<file path="src/rtl/song_sequencer.sv">
// song_sequencer
// Shares the single buzzer note path between live key play and autoplay of
// stored songs. It also owns song selection (next/previous) and the song ROM
// address.
//
// Ports:
//   clk, rst     system clock; asynchronous active-high reset
//   mode         0 = free play, 1 = autoplay
//   keys[6:0]    piano keys, bit0 = do ... bit6 = si
//   play_btn     start/stop autoplay (acts on the rising edge)
//   song_select  bit0 = next song, bit1 = previous song (act on rising edges)
//   rom_song     selected song index, to the ROM (always equals song_idx)
//   rom_addr     entry address, to the ROM (synchronous ROM, 1-cycle latency)
//   rom_data     [7:4] duration in beats (0 = end marker), [3:0] note (0 = rest)
//   note_out     note to the buzzer, 0 = silent
//   led_out      one-hot of the sounding note
//   playing      high while the autoplay FSM is not IDLE
//   song_idx     currently selected song
//
// GAP_CYCLES must be at least 1 and less than BEAT_CYCLES.
//
// state | meaning
// IDLE  | free play (mode=0) or silent; waits for a play_btn edge with mode=1
// FETCH | rom_addr presented to the ROM, silent
// WAIT  | rom_data valid: end marker -> IDLE, else latch note/duration
// PLAY  | latched note sounding for duration*BEAT_CYCLES - GAP_CYCLES cycles
// GAP   | articulation silence for GAP_CYCLES cycles, then the next entry

module song_sequencer #(
    parameter int BEAT_CYCLES = 25_000_000,
    parameter int GAP_CYCLES  = 2_500_000,
    parameter int ADDR_W      = 8
) (
    input  logic              clk,
    input  logic              rst,
    input  logic              mode,
    input  logic [6:0]        keys,
    input  logic              play_btn,
    input  logic [1:0]        song_select,
    output logic [1:0]        rom_song,
    output logic [ADDR_W-1:0] rom_addr,
    input  logic [7:0]        rom_data,
    output logic [3:0]        note_out,
    output logic [6:0]        led_out,
    output logic              playing,
    output logic [1:0]        song_idx
);

    localparam int BW = (BEAT_CYCLES > 1) ? $clog2(BEAT_CYCLES) : 1;
    localparam logic [BW-1:0]     BEAT_LAST = BW'(BEAT_CYCLES - 1);
    localparam logic [BW-1:0]     GAP_MARK  = BW'(GAP_CYCLES);
    localparam logic [ADDR_W-1:0] ADDR_LAST = '1;

    typedef enum logic [2:0] {
        IDLE  = 3'd0,
        FETCH = 3'd1,
        WAIT  = 3'd2,
        PLAY  = 3'd3,
        GAP   = 3'd4
    } state_t;

    state_t state, state_nxt;

    logic              mode_m, mode_s;
    logic [6:0]        keys_m, keys_s;
    logic              pb_m, pb_s, pb_d;
    logic [1:0]        ss_m, ss_s, ss_d;

    logic [BW-1:0]     beat_cnt, beat_nxt;
    logic [3:0]        dur_cnt, dur_nxt;
    logic [3:0]        note_lat, nlat_nxt;
    logic [ADDR_W-1:0] addr_nxt;
    logic [1:0]        song_nxt;
    logic [3:0]        note_nxt;

    logic              pb_edge, next_edge, prev_edge, song_chg, abort;

    function automatic logic [3:0] key_note(input logic [6:0] k);
        logic [3:0] n;
        n = '0;
        // Walk from the top down so the lowest pressed key wins.
        for (int i = 6; i >= 0; i--) begin
            if (k[i]) n = 4'(i + 1);
        end
        return n;
    endfunction

    function automatic logic [6:0] note_led(input logic [3:0] n);
        logic [6:0] l;
        l = '0;
        if (n >= 4'd1 && n <= 4'd7) l = 7'd1 << (n - 4'd1);
        return l;
    endfunction

    always_ff @(posedge clk or posedge rst) begin
        if (rst) begin
            mode_m <= 1'b0;
            mode_s <= 1'b0;
            keys_m <= '0;
            keys_s <= '0;
            pb_m   <= 1'b0;
            pb_s   <= 1'b0;
            pb_d   <= 1'b0;
            ss_m   <= '0;
            ss_s   <= '0;
            ss_d   <= '0;
        end else begin
            mode_m <= mode;
            mode_s <= mode_m;
            keys_m <= keys;
            keys_s <= keys_m;
            pb_m   <= play_btn;
            pb_s   <= pb_m;
            pb_d   <= pb_s;
            ss_m   <= song_select;
            ss_s   <= ss_m;
            ss_d   <= ss_s;
        end
    end

    assign pb_edge   = pb_s & ~pb_d;
    assign next_edge = ss_s[0] & ~ss_d[0];
    assign prev_edge = ss_s[1] & ~ss_d[1];
    // Next and previous in the same cycle cancel out.
    assign song_chg  = next_edge ^ prev_edge;

    always_comb begin
        state_nxt = state;
        addr_nxt  = rom_addr;
        song_nxt  = song_idx;
        beat_nxt  = beat_cnt;
        dur_nxt   = dur_cnt;
        nlat_nxt  = note_lat;
        note_nxt  = 4'd0;
        abort     = 1'b0;

        if (song_chg) song_nxt = next_edge ? song_idx + 2'd1 : song_idx - 2'd1;

        // Song change, mode drop and play_btn all abort the same way; listing
        // them together keeps song change first in priority.
        if (state != IDLE && (song_chg || !mode_s || pb_edge)) begin
            state_nxt = IDLE;
            addr_nxt  = '0;
            abort     = 1'b1;
        end else begin
            case (state)
                IDLE: begin
                    if (!song_chg && mode_s && pb_edge) begin
                        state_nxt = FETCH;
                        addr_nxt  = '0;
                    end
                end
                FETCH: state_nxt = WAIT;
                WAIT: begin
                    if (rom_data[7:4] == 4'd0) begin
                        state_nxt = IDLE;
                    end else begin
                        state_nxt = PLAY;
                        nlat_nxt  = rom_data[3:0];
                        dur_nxt   = rom_data[7:4];
                        beat_nxt  = BEAT_LAST;
                    end
                end
                PLAY: begin
                    // The last beat stops early at GAP_MARK; GAP then finishes
                    // that beat, so PLAY+GAP is exactly duration beats.
                    if (dur_cnt == 4'd1 && beat_cnt == GAP_MARK) begin
                        state_nxt = GAP;
                        beat_nxt  = beat_cnt - BW'(1);
                    end else if (beat_cnt == '0) begin
                        beat_nxt = BEAT_LAST;
                        dur_nxt  = dur_cnt - 4'd1;
                    end else begin
                        beat_nxt = beat_cnt - BW'(1);
                    end
                end
                GAP: begin
                    if (beat_cnt == '0) begin
                        if (rom_addr == ADDR_LAST) begin
                            state_nxt = IDLE;
                        end else begin
                            addr_nxt  = rom_addr + ADDR_W'(1);
                            state_nxt = FETCH;
                        end
                    end else begin
                        beat_nxt = beat_cnt - BW'(1);
                    end
                end
                default: state_nxt = IDLE;
            endcase
        end

        case (state_nxt)
            IDLE:    note_nxt = (abort || mode_s) ? 4'd0 : key_note(keys_s);
            PLAY:    note_nxt = nlat_nxt;
            default: note_nxt = 4'd0;
        endcase
    end

    always_ff @(posedge clk or posedge rst) begin
        if (rst) begin
            state    <= IDLE;
            rom_addr <= '0;
            song_idx <= 2'd0;
            beat_cnt <= '0;
            dur_cnt  <= 4'd0;
            note_lat <= 4'd0;
            note_out <= 4'd0;
            led_out  <= 7'd0;
            playing  <= 1'b0;
        end else begin
            state    <= state_nxt;
            rom_addr <= addr_nxt;
            song_idx <= song_nxt;
            beat_cnt <= beat_nxt;
            dur_cnt  <= dur_nxt;
            note_lat <= nlat_nxt;
            note_out <= note_nxt;
            led_out  <= note_led(note_nxt);
            playing  <= (state_nxt != IDLE);
        end
    end

    assign rom_song = song_idx;

endmodule

</file>
<file path="config.mk">
export PLATFORM = sky130hd
export DESIGN_NAME = song_sequencer
export DESIGN_NICKNAME = d
export VERILOG_FILES = /design/src/rtl/song_sequencer.sv
export SDC_FILE = /design/constraint.sdc
export NUM_CORES = 1
export LEC_CHECK = 0
export CORE_MARGIN = 2
export CORE_UTILIZATION = 60
export DETAILED_ROUTE_END_ITERATION = 6
export PLACE_DENSITY = 0.85
export SYNTH_ARGS = -nofsm -noshare
export SYNTH_HDL_FRONTEND = slang
export SYNTH_SLANG_ARGS = --single-unit
export TNS_END_PERCENT = 10
</file>
<file path="constraint.sdc">
create_clock -name clk -period 5.4 [get_ports clk]
set_input_delay 0.54 -clock clk [delete_from_list [all_inputs] [get_ports clk]]
set_output_delay 0.54 -clock clk [all_outputs]
set_load 0.05 [all_outputs]
</file>
Word-level counts from Yosys, hierarchy flattened
Index checks and enable logic that the tools add are counted.
W data, S select, Z words.
{"block": "word_totals", "reg_bits": 83, "inputBits": 21, "out_inout_bits": 24}
{"block": "classes", "add_sub_neg": 6, "n_lt_le_gt_ge": 2, "n_eq_ne": 15, "shifts": 1, "n_mux": 36, "bitwise": 8, "reduce_logical": 22}
{"op": "$mux W25", "n": 4}
{"op": "$pmux W25 S3", "n": 1}
{"op": "$mux W4", "n": 13}
{"op": "$mux W8", "n": 4}
{"op": "$eq A25 B22 Y1 const B", "n": 1}
{"op": "$logic_not A25 Y1", "n": 1}
{"op": "$sub A25 B1 Y25 const B", "n": 1}
{"op": "$pmux W4 S2", "n": 2}
{"op": "$pmux W8 S2", "n": 1}
{"op": "$mux W3", "n": 5}
{"op": "$pmux W3 S5", "n": 1}
{"op": "$reduce_bool A3 Y1", "n": 4}
{"op": "$eq A3 B2 Y1 const B", "n": 3}
{"op": "$ne A3 B3 Y1 const B", "n": 3}
{"op": "$add A8 B1 Y8 const B", "n": 1}
{"op": "$eq A8 B8 Y1 const B", "n": 1}
{"op": "$ne A2 B2 Y1 const B", "n": 4}
{"op": "$reduce_and A4 Y1", "n": 2}
{"op": "$sub A4 B1 Y4 const B", "n": 2}
{"op": "$mux W7", "n": 1}
{"op": "$shl A1 B4 Y7 const A", "n": 1}
{"op": "$logic_not A3 Y1", "n": 2}
{"op": "$logic_and A1 B1 Y1", "n": 5}
{"op": "$reduce_and A5 Y1", "n": 1}
{"op": "16 further kinds", "n": 26}

Longest topological paths before layout
Gate-level depths: netlist (run 1).
{"block": "logic_depth", "word_depth": 14, "depth_mapped": 10, "depth_no_buf": 10}

Least setup slack after synthesis (run 1)
No wires, ideal clock.
{"block": "synth_timing", "path_kind": "flip-flop to flip-flop", "startpoint": "reg rom_addr[0]", "endpoint": "reg led_out[1]", "setup_ps": 101, "t_arrival_ps": 2369, "required_time_ps": 5299, "path_slack_ps": 2930, "stages_incl_launch_ff": 9, "cell_sequence": "dfrtp_1 -> ha_1 -> nand3_1 -> o31ai_1 -> nor3_2 -> a211o_1 -> a32oi_4 -> inv_2 -> nor4_1"}
{"block": "synth_between", "elab_chain_len": 10, "elab_cells_between_ends": 14}
{"item": "from (decl)", "line": "41", "source": "output logic [ADDR_W-1:0] rom_addr,"}
{"item": "from (signal assigned)", "line": "213", "source": "rom_addr <= addr_nxt;"}
{"item": "$eq A8 B8 Y1 (*)", "line": "179", "source": "if (rom_addr == ADDR_LAST) begin"}
{"item": "$mux W1 (*)", "line": "179"}
{"item": "$mux W3 (*)", "line": "178", "source": "if (beat_cnt == '0) begin"}
{"item": "$pmux W3 S5 (*)", "line": "146", "source": "case (state)"}
{"item": "$mux W3 (*)", "line": "141", "source": "if (state != IDLE && (song_chg || !mode_s || pb_edge)) begin"}
{"item": "$eq A3 B2 Y1 or $logic_not A3 Y1 (tied branches)", "line": "193", "source": "case (state_nxt)"}
{"item": "$pmux W4 S2 (*)", "line": "193"}
{"item": "via note_nxt[0]", "line": "74", "source": "logic [3:0] note_nxt;"}
{"item": "$sub A4 B1 Y4, or another cell as far along", "line": "91", "source": "if (n >= 4'd1 && n <= 4'd7) l = 7'd1 << (n - 4'd1);"}
{"item": "$shl A1 B4 Y7 or $logic_and A1 B1 Y1 (tied branches)", "line": "91"}
{"item": "$mux W7 (*)", "line": "91"}
{"item": "to (signal assigned)", "line": "219", "source": "led_out <= note_led(note_nxt);"}
{"item": "to (decl)", "line": "44", "source": "output logic [6:0] led_out,"}
The timed path passes the listed nets; every way through them passes the cells marked *.
A chain may end at the register's enable or synchronous reset.

Final worst setup path (run 1)
{"block": "layout_timing", "startpoint": "reg beat_cnt[0]", "endpoint": "reg led_out[5]"}
{"block": "layout_between", "elab_chain_len": 10, "elab_cells_between_ends": 16}
{"item": "from (decl)", "line": "69", "source": "logic [BW-1:0] beat_cnt, beat_nxt;"}
{"item": "from (signal assigned)", "line": "215", "source": "beat_cnt <= beat_nxt;"}
{"item": "$eq A25 B22 Y1", "line": "167", "source": "if (dur_cnt == 4'd1 && beat_cnt == GAP_MARK) begin"}
{"item": "$logic_and A1 B1 Y1", "line": "167"}
{"item": "$mux W3", "line": "167"}
{"item": "$pmux W3 S5 (*)", "line": "146"}
{"item": "$mux W3 (*)", "line": "141"}
{"item": "$eq A3 B2 Y1 or $logic_not A3 Y1 (tied branches)", "line": "193"}
{"item": "$pmux W4 S2 (*)", "line": "193"}
{"item": "via note_nxt[0]", "line": "74"}
{"item": "$sub A4 B1 Y4, or another cell as far along", "line": "91"}
{"item": "$shl A1 B4 Y7 or $logic_and A1 B1 Y1 (tied branches)", "line": "91"}
{"item": "$mux W7 (*)", "line": "91"}
Marks and branches as above.

==> results.md, run 1 <==
- The flow ran to the end, and the final reports show no timing, DRC or antenna violations.
- The number of hold buffers added after CTS is 0.
- The final critical-path share of the clock period is 0.532.
- The total of cells resized after clock tree synthesis is 0.
- The total wire length is 7670 um.
- The first global-routing pass estimated 13500 um of wire.
- The final layout contains 426 nets.
- The highest ir drop seen on vdd is 0.321 mV.
- The total DRC errors in the routed layout is 0.
- Setup violations remaining at the end of the flow were counted as 0.
- Subtracting the final worst setup slack from the clock period gives 2.87 ns.
- The biggest area contributor in the post-synthesis netlist is dfrtp_1.
- The residual antenna-violating net count after detailed routing is 0.
- The via count of the first global-routing pass is 2888.
- The number of buffer cells added on primary ports is 44.
- The critical path is of the reg -> reg type.
- The final standard cell count with taps included and fillers excluded is 481.
- Setup total negative slack on the finished layout was measured at 0 ns.
- The max-slew violation count is 0.
- At the end of routability-driven placement, the weighted congestion stood at 0.854.
- The async set-or-reset flop fraction in the synthesized netlist is 1.00.
- The area share of the largest cell type after synthesis is 0.549.
- The worst path arrival time is 3.13 ns.
- The gate count after technology mapping is 358.
- Yosys attributes the largest share of cell area to dfrtp_1 55%, o21ai_0 3.7%, nand3_1 3.2%, or3_1 3.1%, o31ai_1 2.4%.
- The count of synthesis-stage warnings from yosys is 0.
- The count of placed standard cells including taps is 465.
- The post-CTS repair timing setup buffer count is 0.
- The clock root buffer is clkbuf_8.
- Counting along the longest clock path gives a buffer depth of 2.
- Static timing analysis puts the maximum clock frequency at 0.348 GHz.
- The total global-route track usage is 0.243.
- With fillers left out, the area of the finished cells amounts to 4480 um^2.
- The tightest min-delay check is of the reg -> reg type.
- The number of nets handed over by synthesis was 383.
- The count of H-tree levels built during CTS is 3.
- The per-cell via count in the routed design is 6.17.
- The actual transition at the worst max-transition pin is 0.987 ns.
- The cell area after placement is 4260 um^2.
- The proportion of layout cells with a drive suffix above 1 is 0.0837.
- In this run, synthesis inferred 0 flip-flops with an integrated enable.
- The clock net in this run drives a total of 83 sinks.
- Detailed placement finished with a half-perimeter wire length of 5290 um.
- The die footprint is 6950 um^2.
- Entering global routing, the biggest net connects 84 pins.
- The detailed router placed 2967 vias in this run.
- The commonest register cell after synthesis is dfrtp_1.
- The tightest hold path in the finished design has a slack of 0.348 ns.
- The worst setup path is launched from a flop.
- The source-to-sink clock delay at the later pin of the worst-skew pair is 0.36 ns.
- At the worst endpoint, the required time is 5.65 ns.
- Clock skew on the completed layout was measured at 0.00801 ns.
- The width of the die is 83.4 um.
- STA classifies the critical path endpoint as a flop.
- The placement row count is 28.
- In this run the mean area of a mapped cell was 10.6 um^2.
- For this run, the register share of the synthesized area comes to 0.549.
- The number of optimization iterations in the first detailed-route pass is 5.
- The number of antenna violations at the first check in global routing is 0.
- The final-report hold violation count was 0.
- The number of violations reported at the end of detailed-routing iteration 0 is 230.
- The area inside the core boundary is 5990 um^2.
- The number of buffers inserted during clock tree synthesis is 9.
- The number of max-cap violations is 0.
- The initial core utilization is 0.631.
- The number of antenna cells inserted is 0.
- Setup repair after global routing left no endpoint under its margin.
- The leakage power figure is 1.75 nW.
- The average routed wire per standard cell is 16.0 um.
- Counting flops and latches in the post-synthesis netlist gives 83.
- 45 I/O pins were placed.
- The count of distinct cell types in the synthesized netlist is 55.
- The total overflow left after global routing is 0.
- The largest fanout of any net on the critical path is 7.
- The synthesized netlist occupies a cell area of 3780 um^2.
- The clock transition time at the flip-flop clock pins of the worst setup and hold paths is 0.09 ns.
- The area growth from synthesis to final layout is 18.6%.
- The vertical extent of the die is 83.4 um.
- The CTS tree is done.
- Headroom to the max-slew limit came out at 0.342.
- Dividing total power by cell area gives a power density of 328 nW/um^2.
-- layout make-up --
class / instances / area [um^2]
Multi-Input combinational cell: 245 / 1570
Clock buffer: 9 / 124
Timing Repair Buffer: 46 / 455
Sequential cell: 83 / 2080
Clock inverter: 7 / 100
Tap cell: 75 / 93.8
Fill cell: 430 / 1510
Inverter: 16 / 61.3
-- stage by stage --
stage,utilization,power (mW),setup WS (ns)
2_1_floorplan,-,0.908,2.72
3_3_place_gp,0.711,0.976,2.49
3_5_place_dp,0.711,0.987,2.36
4_1_cts,0.748,1.48,2.54
5_1_grt,0.748,1.54,2.28
6_report,0.748,1.47,2.53
-- cells in the final DEF (no fill, tap or decap), types with 12 or more instances in the layout --
cell             count
or3_1               19
o21ai_0             28
nor2_1              20
dfrtp_1             83
a21oi_1             17
nand3_1             24
nand2_1             19
clkdlybuf4s50_1     44
o31ai_1             12
inv_1               12
-- final timing paths --
check                      slack (ns)           end         from  depth (start not counted)
max                              2.53    led_out[5]  beat_cnt[0]                          9
min                              0.35          pb_s         pb_m                          0
min in group asynchronous        0.83  beat_cnt[12]          rst                          3
min reg2reg                      0.35          pb_s         pb_m                          0
max reg2reg                      2.53    led_out[5]  beat_cnt[0]                          9
max in group asynchronous        3.96   rom_song[0]          rst                          3
-- report_power, final --
group,total (mW),leakage [nW],internal [mW],switching (mW)
clock network,0.494,0.114,0.264,0.230
registers,0.728,0.979,0.676,0.0511
logic,0.247,0.661,0.0972,0.150
-- sequential cells by signal, summed over array words and instances, names as in the netlist, 3 cells and up --
register,count
beat_cnt,25
dur_cnt,4
keys_m,7
keys_s,7
led_out,7
note_lat,4
note_out,4
rom_addr,8
state,3
-- synthesized netlist by cell type (all sizes together), types with 5 or more instances --
cell and count:
clkbuf 7, nor2 20, nor4 10, inv 16
dfrtp 83, o31ai 12, nor3 6, a21oi 17
o21ai 30, nand4 7, buf 7, nand2 19
or4 10, or3 19, nand3 24, nor2b 5
o41ai 6
-- cells by family (layout without fill, tap and decap cells) --
| kind of cell | count (synthesis) | count (layout) | synth area share |
|---|---|---|---|
| AOI/OAI and AO/OA | 88 | 88 | 0.157 |
| xor gates and xnor gates | 5 | 5 | 0.0116 |
| adders and majority gates | 5 | 5 | 0.0159 |
| buffers and inverters | 30 | 78 | 0.0351 |
| DFF | 83 | 83 | 0.549 |
| muxes | 4 | 4 | 0.0132 |
| and+or+nand+nor | 143 | 143 | 0.218 |
-- worst max-delay path, cell delays in order, from the launching register on --
cell	delay (ns)
dfrtp_1	0.46
inv_1	0.11
ha_1	0.19
nor4b_1	0.44
and4_1	0.33
nand2_1	0.10
a211o_1	0.40
a32oi_4	0.33
inv_2	0.09
nor4_1	0.32
-- metal layers --
metal / GRT usage / wire, um / up-vias
met5: 0 / 0 / -
met4: 0.125 / 191 / 0
met3: 0.0457 / 396 / 14
met2: 0.375 / 3620 / 113
met1: 0.331 / 3470 / 1415
li1: - / - / 1425
Note: power is estimated with default switching activity, not from simulation.
==> run 2: changes to the inputs <==
--- a/config.mk
+++ b/config.mk
@@ -6,9 +6,9 @@
 export NUM_CORES = 1
 export LEC_CHECK = 0
 export CORE_MARGIN = 2
-export CORE_UTILIZATION = 60
+export CORE_UTILIZATION = 50
 export DETAILED_ROUTE_END_ITERATION = 6
-export PLACE_DENSITY = 0.85
+export PLACE_DENSITY = 0.76
 export SYNTH_ARGS = -nofsm -noshare
 export SYNTH_HDL_FRONTEND = slang
 export SYNTH_SLANG_ARGS = --single-unit
==> constraint.sdc (replaced) <==
create_clock -name clk -period 2.5 [get_ports clk]
set_input_delay 0.25 -clock clk [delete_from_list [all_inputs] [get_ports clk]]
set_output_delay 0.25 -clock clk [all_outputs]
set_load 0.05 [all_outputs]
==> run 2 against run 1 <==
Effect of this change:
- non-clock buffer count increased by 40
- die area increased by 19%
- critical path type unchanged
- highest routed layer unchanged
- clock skew increased by 0.0023 ns
==> results.md, run 2 (synthesized netlist as in run 1, its figures left out) <==
- The final period demand of the worst path is 2.39 ns.
- The critical path goes through nor3_1, and4_1, nand2_1, a211o_4, a32oi_4, inv_2, nor4_1.
- For the final database, setup skew stands at 0.0103 ns.
- On the worst path, the slowest cell contributes a delay of 0.44 ns.
- The relative slew slack is 0.540.
- The source-to-sink clock delay at the later pin of the worst-skew pair is 0.36 ns.
- The data required time at the worst endpoint is 2.77 ns.
- The number of violations reported at the end of detailed-routing iteration 0 is 177.
- The total wire length is 8490 um.
- For this design the static power due to leakage is 1.98 nW.
- Summed over all layers, the global routing overflow is 0.
- The die covers 8270 um^2.
- The number of antenna violations at the first check in global routing is 0.
- The register with the highest flop count is beat_cnt.
- The number of optimization iterations in the first detailed-route pass is 4.
- The slowest stage of the critical path is the nor3_1 cell.
- The final-report hold violation count came to 0.
- The final layout net count is 466.
- Using the TritonRoute via totals, the vias-per-cell ratio works out to 5.77.
- Clock-pin slew was measured on the worst setup and hold paths at 0.09 ns.
- The number of max-cap violations is 0.
- STA puts the critical path data arrival time at 2.66 ns.
- The maximum count of clock buffers along a single path is 2.
- IR analysis of the VDD net gives a maximum drop of 0.273 mV.
- The number of flip-flops in the largest register is 25.
- In the layout the commonest cells are 82 x dfrtp_1, 44 x clkdlybuf4s50_1, 40 x buf_4, 28 x o21ai_0, 24 x nand3_1.
- At the end of the flow the core is filled with cells to 0.682.
- The worst hold path belongs to the class in -> async.
- The top-level port count is 45.
- The initial core utilization is 0.518.
- The via count of the first global-routing pass was 3160.
- The vertical extent of the die is 90.9 um.
- For this run, the top clock speed supported by timing is 0.418 GHz.
- In the global route stage, overall resource usage came out at 0.215.
- The routed layout has 3146 vias.
- The total DRC errors in the routed layout is 0.
- The total chip power is 3.30 mW.
- The kind of start point of the critical path is a flop.
- Leaving out fill and tap cells, the most frequent cell in the layout is dfrtp_1.
- In this run the core area contains 31 standard-cell rows.
- Including well taps, the total number of placed cells is 526.
- Once detail routing completed, the nets flagged for antenna violations numbered 0.
- Entering global routing, the biggest net connects 43 pins.
- The region available for standard cell placement spans 7290 um^2.
- Clock tree synthesis found a total of 83 sinks.
- The repair_antennas step left the layout with diodes totalling 0.
- STA classifies the critical path endpoint as a flop.
- By startpoint and endpoint, the worst setup path is classified as reg -> reg.
- Power spread over the standard cell area amounts to 664 nW/um^2.
- The final weighted congestion in routability-driven placement is 0.921.
- The tree is rooted in a clkbuf_8.
- At the pin with the least slew margin, the transition time is 0.689 ns.
- The HPWL after detailed placement is 6160 um.
- The cell area after placement is 4580 um^2.
- Setup repair after global routing left no endpoint under its margin.
- Together, buffers and inverters on the worst path number 1.
- The largest registers in the layout are beat_cnt: 25 flops, rom_addr: 8 flops.
- The number of buffer cells added on primary ports is 44.
- The global-route wire length before repair is 14200 um.
- In this design, the largest share of critical-path delay is due to simple AND/OR/NAND/NOR gates.
- The area growth from synthesis to final layout is 31.5%.
- In this run the worst path has a maximum fanout of 7.
- The proportion of layout cells with a drive suffix above 1 is 0.215.
- The H-tree generated during clock tree synthesis spans 3 levels.
- The number of buffers inserted during clock tree synthesis is 9.
- The max-slew violation count was 0.
- Setup violations remaining at the end of the flow were counted as 0.
- The flow ran to the end, and the final reports show no timing, DRC or antenna violations.
- Dividing the final minimum period by the clock period gives 0.957.
- The average routed wire per standard cell is 15.6 um.
- After routing the design area is 4970 um^2.
- Once layout is complete, the cells apart from fillers number 545.
- The die is 90.9 um wide.
- TritonCTS built the clock tree.
[run 2: changes by cell type in the layout (fill, tap and decap cells not counted), sizes merged]
cell and delta:
buf +40, clkbuf +1, clkinv -3, clkinvlp +1, inv +1
[run 2: worst paths after layout]
| path | to | slack [ns] | from | depth (start not counted) |
|---|---|---|---|---|
| worst min register to register | ss_s[1] | 0.35 | ss_m[1] | 0 |
| worst max register to register | led_out[5] | 0.11 | beat_cnt[14] | 7 |
| min in group clk | keys_m[5] | 0.32 | keys[5] | 1 |
| max in group asynchronous | beat_cnt[19] | 1.51 | rst | 3 |
| worst max-delay path | led_out[5] | 0.11 | beat_cnt[14] | 7 |
| worst min-delay path | keys_m[0] | 0.29 | rst | 2 |
[run 2: through the flow]
stage	setup TNS [ns]	hold WS [ns]	setup WS, ns
5_1_grt	0	0.301	0.0196
6_report	0	0.288	0.108
3_5_place_dp	-0.446	0.335	-0.102
4_1_cts	0	0.310	0.0331
3_3_place_gp	-0.109	0.333	-0.0327
2_1_floorplan	0	0.281	0.0304
[run 2: routing by layer]
metal	vias up	global-route usage	wire length, um
met4	0	0.121	216
met3	23	0.0440	355
met1	1535	0.275	3770
met5	-	0	0
li1	1498	-	-
met2	90	0.342	4150
[run 2: worst reg2reg max path, delay by kind of cell, from the launching register on]
kind            cells  cell delay (ns)
simple gates        4             1.14
flops               1             0.43
compound gates      2             0.63
buf+inv             1             0.10
[run 2: report_power, final]
part / internal, mW / total, mW / switching, mW / leakage, nW
Clock: 0.600 / 1.10 / 0.503 / 0.114
Combinational: 0.266 / 0.630 / 0.364 / 0.891
Sequential: 1.46 / 1.56 / 0.104 / 0.977
[run 2: what timing repair did]
action / in CTS / in global routing
resized for setup: 1 / 26
setup endpoints to repair: 1 / 24
pin swaps: 1 / 5
buffers inserted: 0 / 3
cloned: 0 / 0
endpoints found under the hold margin: 0 / 0
hold buffers: 0 / 0
[run 2: layout make-up]
class                           count  area [um^2]
Multi-Input combinational cell    245         1700
Fill cell                         568         2320
Timing Repair Buffer               86          772
Tap cell                           99          124
Inverter                           16         61.3
Clock inverter                      6         93.8
Sequential cell                    83         2080
Clock buffer                       10          138
==> run 3: changes to the inputs <==
--- a/config.mk
+++ b/config.mk
@@ -8,7 +8,7 @@
 export CORE_MARGIN = 2
 export CORE_UTILIZATION = 50
 export DETAILED_ROUTE_END_ITERATION = 6
-export PLACE_DENSITY = 0.76
+export PLACE_DENSITY = 0.72
 export SYNTH_ARGS = -nofsm -noshare
 export SYNTH_HDL_FRONTEND = slang
 export SYNTH_SLANG_ARGS = --single-unit
==> run 3 against run 2 <==
Effect of this change:
- die area is the same
- combinational power shrank 6.7%
- cell count shrank 2.2%
- register-to-register slack lost 0.05 ns
- clock power shrank 14%
- wire length shrank 3.3%
- critical endpoint unchanged
- utilization shrank 2.2 points
- sequential cell count is the same
- sequential share of layout area grew 1.4 points
- critical path depth grew 3
- largest cell class unchanged
==> results.md, run 3 (synthesized netlist as in run 1, its figures left out) <==
- The worst register-to-register path ends at led_out[5].
- In the layout the commonest cells are 83 x dfrtp_1, 44 x clkdlybuf4s50_1, 28 x o21ai_0, 28 x buf_4, 24 x nand3_1.
- The maximum number of pins on one net before global-route repair is 34.
- The floorplan has 31 rows.
- The power density over the cells is 647 nW/um^2.
- The maximum clock skew at final layout is 0.0162 ns.
- The post-route standard cell area excluding fillers is 4810 um^2.
- Traced cell by cell, the critical path runs through inv_1, ha_1, nor4b_2, buf_4, and4_4, nand2_1, a211o_1, a32oi_4, inv_2, nor4_1.
- The longest clock path from root to sink contains 2 buffers.
- Once detailed placement completed, the half-perimeter wirelength came to 5920 um.
- The setup path with the least slack is of type reg -> reg.
- The flow ran to the end, and the final reports show no timing, DRC or antenna violations.
- For this run, the slowest stage of the critical path takes 0.38 ns.
- Prior to clock tree synthesis, the placed netlist has a worst setup slack of -0.150 ns.
- The total wire length is 8210 um.
- TritonCTS created 9 clock buffers.
- The number of antenna violations at the first check in global routing is 0.
- The largest registers in the layout are beat_cnt: 25 flops, rom_addr: 8 flops.
- The total DRC errors in the routed layout is 0.
- The data required time at the worst endpoint is 2.73 ns.
- The detailed router placed 3027 vias in this run.
- The die is 90.9 um tall.
- The core occupancy in the finished layout is 0.659.
- The finished layout holds 533 standard cells, fillers aside.
- The actual transition at the worst max-transition pin is 0.507 ns.
- The die footprint is 8270 um^2.
- The final-report hold violation count is 0.
- Clock-pin slew was measured on the worst setup and hold paths at 0.09 ns.
- The area growth from synthesis to final layout is 27.2%.
- The leading cell type in the layout, fill and taps excluded is dfrtp_1.
- The cell type of the slowest stage on the worst timing path is dfrtp_1.
- The path class of the lowest-slack min-delay path is in -> async.
- The top-level port count is 45.
- The largest fanout of any net on the critical path is 4.
- The width of the die is 90.9 um.
- The via count of the first global-routing pass is 2852.
- The register with the highest flop count is beat_cnt.
- For this run, the total global-route usage over all layers was measured as 0.207.
- In this run the remaining antenna-violating nets after routing total 0.
- The fmax is 0.409 GHz.
- The total chip power is 3.11 mW.
- The final critical-path share of the clock period is 0.977.
- The number of hold buffers added after CTS is 0.
- The clock net in this run drives a total of 83 sinks.
- Dividing the detail-routed wire length by the instance count gives 15.4 um.
- The area inside the core boundary is 7290 um^2.
- Once routing completed, OpenROAD measured the worst setup slack at 0.0577 ns.
- Port buffering added 44 buffers.
- The final layout net count is 455.
- The worst hold-check slack is 0.193 ns.
- The number of antenna cells inserted is 0.
- The number of optimization iterations in the first detailed-route pass is 4.
- Data arrives at the worst endpoint at 2.68 ns.
- TritonCTS built the clock tree.
- The worst reg2reg path depth is 10.
- The initial core utilization is 0.518.
- The count of H-tree levels built during CTS is 3.
- For this run the aggregate overflow at the end of global routing stands at 0.
- After the first detailed-routing iteration, the DRC count stood at 132.
- Once placement finished, the instance area stood at 4540 um^2.
- At the end of routability-driven placement, the weighted congestion stood at 0.854.
- In this run, placement finished with an instance count of 518.
- The relative slew slack is 0.661.
- The clock root buffer is clkbuf_8.
- Across all register-to-register paths, the minimum setup slack is 0.06 ns.
- The number of endpoints failing setup at the final stage is 0.
- The global-route wire length before repair is 13800 um.
- The max-slew violation count is 0.
- The highest ir drop seen on vdd is 0.322 mV.
- In this run the static leakage power is 1.91 nW.
- The proportion of layout cells with a drive suffix above 1 is 0.168.
- The summed negative setup slack over all endpoints is 0 ns.
- The kind of start point of the critical path is a flop.
- The worst setup path is captured at a flop.
- The number of flip-flops in the largest register is 25.
- The source-to-sink clock delay at the later pin of the worst-skew pair is 0.35 ns.
- Using the TritonRoute via totals, the vias-per-cell ratio works out to 5.68.
- The number of max-cap violations is 0.
- In this run the critical register-to-register path is launched from beat_cnt[0].
- Subtracting the final worst setup slack from the clock period gives 2.44 ns.
## run 3: cell types whose count changed in the layout (fill, tap and decap cells not counted), moves of 2 or more
cell	change
buf_4	-12
a21oi_2	-2
buf_12	+2
a21oi_1	+2
inv_6	-3
inv_1	+2
inv_2	-2
## run 3: worst max-delay path, delay by kind of cell, from the launching register on
kind	cells	cell delay, ns
flops	1	0.38
simple gates	4	0.87
compound gates	2	0.60
fa+ha+maj	1	0.16
buf+inv	3	0.34
## run 3: layer usage
| metal | share of wire | track usage |
|---|---|---|
| met5 | 0 | 0 |
| met1 | 0.47 | 0.296 |
| met4 | 0.0084 | 0.0871 |
| met3 | 0.038 | 0.0282 |
| met2 | 0.48 | 0.321 |
## run 3: how the worst max path moves through the flow
stage / start / end / slack [ns]
final: beat_cnt[0] / led_out[5] / 0.06
after global routing: beat_cnt[0] / led_out[5] / -0.07
after CTS: beat_cnt[0] / led_out[6] / -0.004
after detailed placement: ss_s[0] / beat_cnt[17] / -0.15
after global placement: rom_data[4] / led_out[3] / -0.07
after floorplan: rom_addr[0] / led_out[1] / 0.03
## run 3: final cells by class
cell class | instances | area [um^2]
Clock buffer | 11 | 141
Clock inverter | 4 | 51.3
Fill cell | 598 | 2480
Inverter | 16 | 61.3
Multi-Input combinational cell | 245 | 1640
Sequential cell | 83 | 2080
Tap cell | 99 | 124
Timing Repair Buffer | 75 | 711
## run 3: repair_timing
item                       4_1_cts  5_1_grt
setup buffers                    0        0
setup endpoints to repair       19       14
resized for setup                1       12
pin swaps                        0        2
## run 3: where the power goes
part / switching [mW] / internal, mW / leakage, nW
logic: 0.342 / 0.246 / 0.833
clock network: 0.467 / 0.484 / 0.0954
registers: 0.108 / 1.46 / 0.979
total: 0.917 / 2.19 / 1.91
